File: config.mk
export PLATFORM = sky130hd
export DESIGN_NAME = dac_parallel_responder
export DESIGN_NICKNAME = d
export VERILOG_FILES = /design/src/rtl/dac_parallel_responder.sv
export SDC_FILE = /design/constraint.sdc
export NUM_CORES = 1
export LEC_CHECK = 0
export ABC_CLOCK_PERIOD_IN_PS = 2760
export CAP_MARGIN = 40
export CELL_PAD_IN_SITES_DETAIL_PLACEMENT = 0
export CELL_PAD_IN_SITES_GLOBAL_PLACEMENT = 2
export CORE_ASPECT_RATIO = 1.75
export CORE_UTILIZATION = 33
export CTS_BUF_LIST = sky130_fd_sc_hd__clkbuf_4
export CTS_CLUSTER_DIAMETER = 120
export DETAILED_ROUTE_END_ITERATION = 8
export PLACE_DENSITY_LB_ADDON = 0.12
export REMOVE_ABC_BUFFERS = 1
export SYNTH_ARGS = -nofsm -noshare
export SYNTH_HDL_FRONTEND = slang
export SYNTH_SLANG_ARGS = --single-unit
File: constraint.sdc
create_clock -name Clk -period 2.76 [get_ports Clk]
set_input_delay 0.552 -clock Clk [delete_from_list [all_inputs] [get_ports Clk]]
set_output_delay 0.552 -clock Clk [all_outputs]
set_load 0.01 [all_outputs]
File: src/rtl/dac_parallel_responder.sv
// Receiving end of a dual 8-bit parallel DAC write bus: synchronizes the bus, decodes
// CS/WR writes into input registers A/B, and models LDAC transfer, CLR and power-down.
module dac_parallel_responder #(
    parameter int unsigned SYNC_STAGES = 2,
    parameter int unsigned CNT_W       = 8
) (
    input  logic             Clk,
    input  logic             Rst,
    input  logic [7:0]       DB,
    input  logic             CS,
    input  logic             WR,
    input  logic             AB,
    input  logic             PD,
    input  logic             LDAC,
    input  logic             CLR,
    output logic [7:0]       VoutA,
    output logic [7:0]       VoutB,
    output logic [7:0]       InA,
    output logic [7:0]       InB,
    output logic [CNT_W-1:0] WrCntA,
    output logic [CNT_W-1:0] WrCntB,
    output logic             WrDone,
    output logic             ProtoErr
);

    // Bus word layout: {DB, AB, CS, WR, LDAC, CLR, PD}; DB/AB share the control delay.
    localparam int unsigned BUS_W = 14;
    localparam logic [BUS_W-1:0] IDLE_BUS = {8'h00, 1'b0, 5'b11111};

    typedef enum logic [1:0] {
        ST_IDLE,
        ST_SEL,
        ST_STROBE
    } state_t;

    logic [BUS_W-1:0] sync_q [SYNC_STAGES];
    logic [BUS_W-1:0] s_bus;
    logic [7:0]       s_db;
    logic             s_ab, s_cs, s_wr, s_ldac, s_clr, s_pd;

    state_t           state_q, state_d;
    logic             capture, abort;

    logic [7:0]       in_a_q, in_a_d, in_b_q, in_b_d;
    logic [7:0]       dac_a_q, dac_a_d, dac_b_q, dac_b_d;
    logic [CNT_W-1:0] cnt_a_q, cnt_a_d, cnt_b_q, cnt_b_d;
    logic             done_q, perr_q;

    always_ff @(posedge Clk or negedge Rst) begin
        if (!Rst) begin
            for (int unsigned i = 0; i < SYNC_STAGES; i++) begin
                sync_q[i] <= IDLE_BUS;
            end
        end else begin
            sync_q[0] <= {DB, AB, CS, WR, LDAC, CLR, PD};
            for (int unsigned i = 1; i < SYNC_STAGES; i++) begin
                sync_q[i] <= sync_q[i-1];
            end
        end
    end

    assign s_bus  = sync_q[SYNC_STAGES-1];
    assign s_db   = s_bus[13:6];
    assign s_ab   = s_bus[5];
    assign s_cs   = s_bus[4];
    assign s_wr   = s_bus[3];
    assign s_ldac = s_bus[2];
    assign s_clr  = s_bus[1];
    assign s_pd   = s_bus[0];

    always_comb begin
        state_d = state_q;
        capture = 1'b0;
        abort   = 1'b0;
        case (state_q)
            ST_IDLE: begin
                if (!s_cs && s_wr) state_d = ST_SEL;
            end
            ST_SEL: begin
                if (s_cs)       state_d = ST_IDLE;
                else if (!s_wr) state_d = ST_STROBE;
            end
            ST_STROBE: begin
                // WR seen high completes the write whether or not CS rose in the same sample.
                if (s_wr) begin
                    capture = 1'b1;
                    state_d = s_cs ? ST_IDLE : ST_SEL;
                end else if (s_cs) begin
                    abort   = 1'b1;
                    state_d = ST_IDLE;
                end
            end
            default: state_d = ST_IDLE;
        endcase
    end

    always_comb begin
        in_a_d  = in_a_q;
        in_b_d  = in_b_q;
        cnt_a_d = cnt_a_q;
        cnt_b_d = cnt_b_q;
        if (capture) begin
            if (s_ab) begin
                in_b_d  = s_db;
                cnt_b_d = cnt_b_q + CNT_W'(1);
            end else begin
                in_a_d  = s_db;
                cnt_a_d = cnt_a_q + CNT_W'(1);
            end
        end
        if (!s_clr) begin
            in_a_d = '0;
            in_b_d = '0;
        end

        // LDAC transfers the post-capture input values so a same-cycle write passes through.
        dac_a_d = dac_a_q;
        dac_b_d = dac_b_q;
        if (!s_ldac) begin
            dac_a_d = in_a_d;
            dac_b_d = in_b_d;
        end
        if (!s_clr) begin
            dac_a_d = '0;
            dac_b_d = '0;
        end
    end

    always_ff @(posedge Clk or negedge Rst) begin
        if (!Rst) begin
            state_q <= ST_IDLE;
            in_a_q  <= '0;
            in_b_q  <= '0;
            dac_a_q <= '0;
            dac_b_q <= '0;
            cnt_a_q <= '0;
            cnt_b_q <= '0;
            done_q  <= 1'b0;
            perr_q  <= 1'b0;
        end else begin
            state_q <= state_d;
            in_a_q  <= in_a_d;
            in_b_q  <= in_b_d;
            dac_a_q <= dac_a_d;
            dac_b_q <= dac_b_d;
            cnt_a_q <= cnt_a_d;
            cnt_b_q <= cnt_b_d;
            done_q  <= capture;
            perr_q  <= abort;
        end
    end

    assign VoutA    = s_pd ? dac_a_q : '0;
    assign VoutB    = s_pd ? dac_b_q : '0;
    assign InA      = in_a_q;
    assign InB      = in_b_q;
    assign WrCntA   = cnt_a_q;
    assign WrCntB   = cnt_b_q;
    assign WrDone   = done_q;
    assign ProtoErr = perr_q;

endmodule
==> Word level (Yosys, flattened, before mapping) <==
Cells that the tools add are included.
{ "totals": {"latchBits": 0, "mem_bits_rw": 0, "rom_bits": 0, "inputBits": 16, "reg_bits": 80, "mem_count": 0} }
{ "classes": {"order_cmp": 0, "mux": 24, "shift": 0, "n_bitwise": 1, "mul": 0, "n_reduce_logical": 6, "eq_ne": 6, "n_div": 0, "add_sub_neg": 2} }
{ "op_table": {"columns": ["operator", "count"], "rows": [
  ["8-bit 2-to-1 mux", 12],
  ["8-bit by 1-bit adder with 8-bit output, second input constant", 2],
  ["2-bit 2-to-1 mux", 5],
  ["1-bit 2-to-1 mux", 6],
  ["3-bit inequality test, second input constant", 2],
  ["2-bit one-hot mux with 3 select lines", 1],
  ["2-bit inequality test, second input constant", 2],
  ["2-bit AND reduction", 2],
  ["3-bit AND reduction", 1],
  ["2-bit by 1-bit equality test with 1-bit output, second input constant", 1],
  ["2-bit equality test, second input constant", 1],
  ["2-bit logical NOT", 1],
  ["1-bit logical AND", 1],
  ["1-bit logical NOT", 1],
  ["1-bit inverter", 1]
]} }

==> Longest topological paths before layout <==
{ "depth": {"word_depth": 6, "mapped_depth": 5} }

==> Least setup slack after synthesis <==
OpenSTA, ideal clock, no wires.
{ "synth_timing": {"kind": "register to output", "start": "reg sync_q, in the netlist s_bus[0]", "end": "out VoutA[4]", "path_slack_ns": 1.299, "n_path_buf": 1, "stages_incl_launch_ff": 3, "arrival_time_ns": 0.909, "path_cell_list": "dfstp_2 > clkbuf_1 > and2_1"} }
{ "synth_via": {"elab_chain_len": 1} }
{ "synth_rtl": {"columns": ["element", "line_no", "rtl"], "rows": [
  ["from (decl)", "36", "logic [BUS_W-1:0] sync_q [SYNC_STAGES];"],
  ["from (signal, indexed assignment)", "57", "sync_q[i] <= sync_q[i-1];"],
  ["8-bit 2-to-1 mux", "153", "assign VoutA = s_pd ? dac_a_q : '0;"],
  ["to (decl)", "16", "output logic [7:0] VoutA,"]
]} }
Every way passes these cells.

==> Worst setup path in the final report <==
{ "layout_timing": {"start": "reg sync_q, in the netlist s_bus[0]", "end": "out VoutB[2]"} }
{ "layout_via": {"elab_chain_len": 1} }
{ "layout_rtl": {"columns": ["element", "line_no", "rtl"], "rows": [
  ["8-bit 2-to-1 mux", "154", "assign VoutB = s_pd ? dac_b_q : '0;"],
  ["to (decl)", "17", "output logic [7:0] VoutB,"]
]} }
Every way passes these cells.

==> impl_metrics.env <==
export IMPL_yosys_area_top_type="dfrtp_1"
export IMPL_p_leak_nw=1.703
export IMPL_cts_max_path_buffers=2
export IMPL_status="finished clean"
export IMPL_cts_resized_gates=0
export IMPL_tightestPinTransition_ps=861.2
export IMPL_cp_arrival_ps=1860
export IMPL_power_density_nw_per_um2=626.3
export IMPL_io_pin_count=66
export IMPL_p_sw_w=0.0005476
export IMPL_netlist_area_leader_share_pct=59.20
export IMPL_clockPowerShare_pct=39.0
export IMPL_layout_drive_gt1_share_pct=10.58
export IMPL_hpwl_mm=3.911
export IMPL_synth_seq_cells=80
export IMPL_clock_sinks=80
export IMPL_antennaDiodeCount=0
export IMPL_grtUsageMet3_pct=3.312
export IMPL_comb_power_share_pct=8.1
export IMPL_drtPass1Iterations=4
export IMPL_ir_drop_uv=317.3
export IMPL_drcViolationCount=0
export IMPL_postCtsSetupBuffers=0
export IMPL_reg2reg_from="s_bus[3]$_DFF_PN1_"
export IMPL_antenna_found_initial=0
export IMPL_r2r_cells=4
export IMPL_root_buffer="clkbuf_4"
export IMPL_wl_per_cell_um=14.56
export IMPL_finalSetupViolations=0
export IMPL_core_um2=8671
export IMPL_ys_types=27
export IMPL_dieArea_um2=9364
export IMPL_gr_total_overflow=0
export IMPL_cts_tree="yes"
export IMPL_worstSetupPathType="register to primary output"
export IMPL_hold_class="input port to async pin"
export IMPL_netlist_top_cells_area="dfrtp_1, dfstp_2, mux2i_1"
export IMPL_grt_start_max_net_pins=42
export IMPL_clk_pin_slew_ps=120
export IMPL_worst_r2r_endpoint="dac_a_q[6]$_DFFE_PN0P_"
export IMPL_clock_latency_ps=430
export IMPL_vias=1857
export IMPL_start_kind="register"
export IMPL_synth_warnings=0
export IMPL_wl_mm=5.971
export IMPL_die_x_um=73.58
export IMPL_gr_usage_all_layers_pct=14.79
export IMPL_vias_per_cell=4.529
export IMPL_final_net_count=306
export IMPL_cp_max_fo=16
export IMPL_final_common_cell="dfrtp_1"
export IMPL_crit_path_start="s_bus[0]$_DFF_PN1_"
export IMPL_timing_fmax_mhz=415.0
export IMPL_grt_first_pass_wirelength_mm=9.977
export IMPL_maxCapViolCount=0
export IMPL_grt_use_met2_pct=24.28
export IMPL_cts_made_buffers=9
export IMPL_finalCritPeriodShare_pct=87.32
export IMPL_hold_viol=0
export IMPL_portBuffers=65
export IMPL_reg2reg_setup_slack_ps=1150
export IMPL_place_congestion=0.7186
export IMPL_area_growth_pct=32.35
export IMPL_cts_max_level=3
export IMPL_slew_violations=0
export IMPL_grt_busiest_layer="met2"
export IMPL_place_area_um2=3710
export IMPL_start_util_pct=34.13
export IMPL_relSlewSlack_pct=42.52
export IMPL_fin_worst_skew_ps=10.66
export IMPL_initialDrtViolationCount=54
export IMPL_synth_area_um2=2959
export IMPL_ant_nets=0
export IMPL_most_common_layout_cells="dfrtp_1, clkdlybuf4s50_1"
export IMPL_ys_seq_area_share_pct=68.08
export IMPL_p_sw_share_pct=22.33
export IMPL_rows=45
export IMPL_tns_ps=0
export IMPL_end_kind="primary output"
export IMPL_syn_inst=219
export IMPL_use_met1_pct=17.44
export IMPL_syn_area_per_cell_um2=13.51
export IMPL_cp_data_required_time_ps=2210
export IMPL_internal_power_w=0.001905
export IMPL_ctsHoldBuffers=0
export IMPL_die_h_um=127.3
export IMPL_layout_min_cycle_time_ps=2410
export IMPL_rsz0062_at_grt="false"
export IMPL_crit_end="VoutB[2]"
export IMPL_seqPwrFrac_pct=52.8
export IMPL_post_route_cell_area_um2=3916
export IMPL_first_global_vias=1935
export IMPL_hold_ws_ps=77.82
==> metrics by stage <==
| stage | total power, W | cells | setup WS [ps] | utilization (%) |
|---|---|---|---|---|
| 2_1_floorplan | 0.001381 | 208 | 1117 | - |
| 3_3_place_gp | 0.001521 | 394 | 776.9 | 42.79 |
| 3_5_place_dp | 0.001526 | 394 | 773.4 | 42.79 |
| 4_1_cts | 0.002494 | 410 | 261.3 | 45.17 |
| 5_1_grt | 0.002557 | 410 | 237.5 | 45.17 |
| 6_report | 0.002453 | 410 | 350.1 | 45.17 |
==> worst max-delay path, cell delays in order, from the launching register on <==
cell,delay (ps)
dfstp_2,700
and2_1,190
clkdlybuf4s50_1,540
==> routing by layer <==
metal  up-vias  wire [um]
met2        47       3072
li1        883          -
met1       914       2508
met4         0        158
met5         -          0
met3        13        231
==> kinds of logic after synthesis <==
| group | count (synthesis) | share of synthesized area, % |
|---|---|---|
| flip-flops | 80 | 68.08 |
| AND/OR/NAND/NOR | 58 | 12.18 |
| adder cells (fa/ha/maj) | 2 | 0.8455 |
| buffers and inverters | 14 | 2.875 |
| XOR/XNOR | 15 | 4.440 |
| AO/OA/AOI/OAI | 33 | 5.666 |
| multiplexers | 17 | 5.919 |
==> Yosys cell counts <==
cell type,instances
mux2i_1,16
nand4_1,8
mux2_4,1
buf_12,1
clkbuf_1,7
and4bb_1,1
buf_6,2
nor3_1,3
xnor2_1,12
and4b_1,1
nor2b_1,16
nand3_1,1
and3_1,3
nor3b_1,1
and2_1,16
a21oi_1,16
ha_1,2
nor4bb_1,1
o21ai_0,16
nand2_1,6
dfrtp_1,70
inv_1,3
nand4b_1,1
a211oi_1,1
dfstp_2,10
xor2_1,3
buf_2,1
==> power groups by stage <==
stage | Sequential, W | Combinational, W | Clock [W]
floorplan | 0.00131 | 0.0000693 | 0
global placement | 0.00132 | 0.000202 | 0
detailed placement | 0.00132 | 0.000205 | 0
CTS | 0.00130 | 0.000206 | 0.000990
global route | 0.00131 | 0.000222 | 0.00103
finish | 0.00130 | 0.000200 | 0.000957
==> worst min-delay path by stage <==
stage | start | to | slack, ps | cells past startpoint
floorplan | Rst | InA[0]$_DFF_PN0_ | 260 | 0
global placement | sync_q[20]$_DFF_PN0_ | s_bus[6]$_DFF_PN0_ | 330 | 0
detailed placement | sync_q[25]$_DFF_PN0_ | s_bus[11]$_DFF_PN0_ | 330 | 0
CTS | Rst | state_q[1]$_DFFE_PN0P_ | 70 | 1
global route | Rst | state_q[1]$_DFFE_PN0P_ | 90 | 1
finish | Rst | state_q[1]$_DFFE_PN0P_ | 80 | 1
==> sequential cells by signal, indices dropped and copies added, names as in the netlist <==
signal and flops:
state_q 2, InA 8, WrCntA 8, s_bus 14, ProtoErr 1, WrDone 1, WrCntB 8, sync_q 14
InB 8, dac_b_q 8, dac_a_q 8
==> final cells by class <==
cell class              count  area [um2]
fillers                   831        4755
flip-flops and latches     80        2014
multi-input cells         125       859.6
repair buffers             69       678.2
well taps                 117       146.4
clock inverters             6       131.4
clock buffers              10       75.07
inverters                   3       11.26
(Power assumes the default switching activity.)
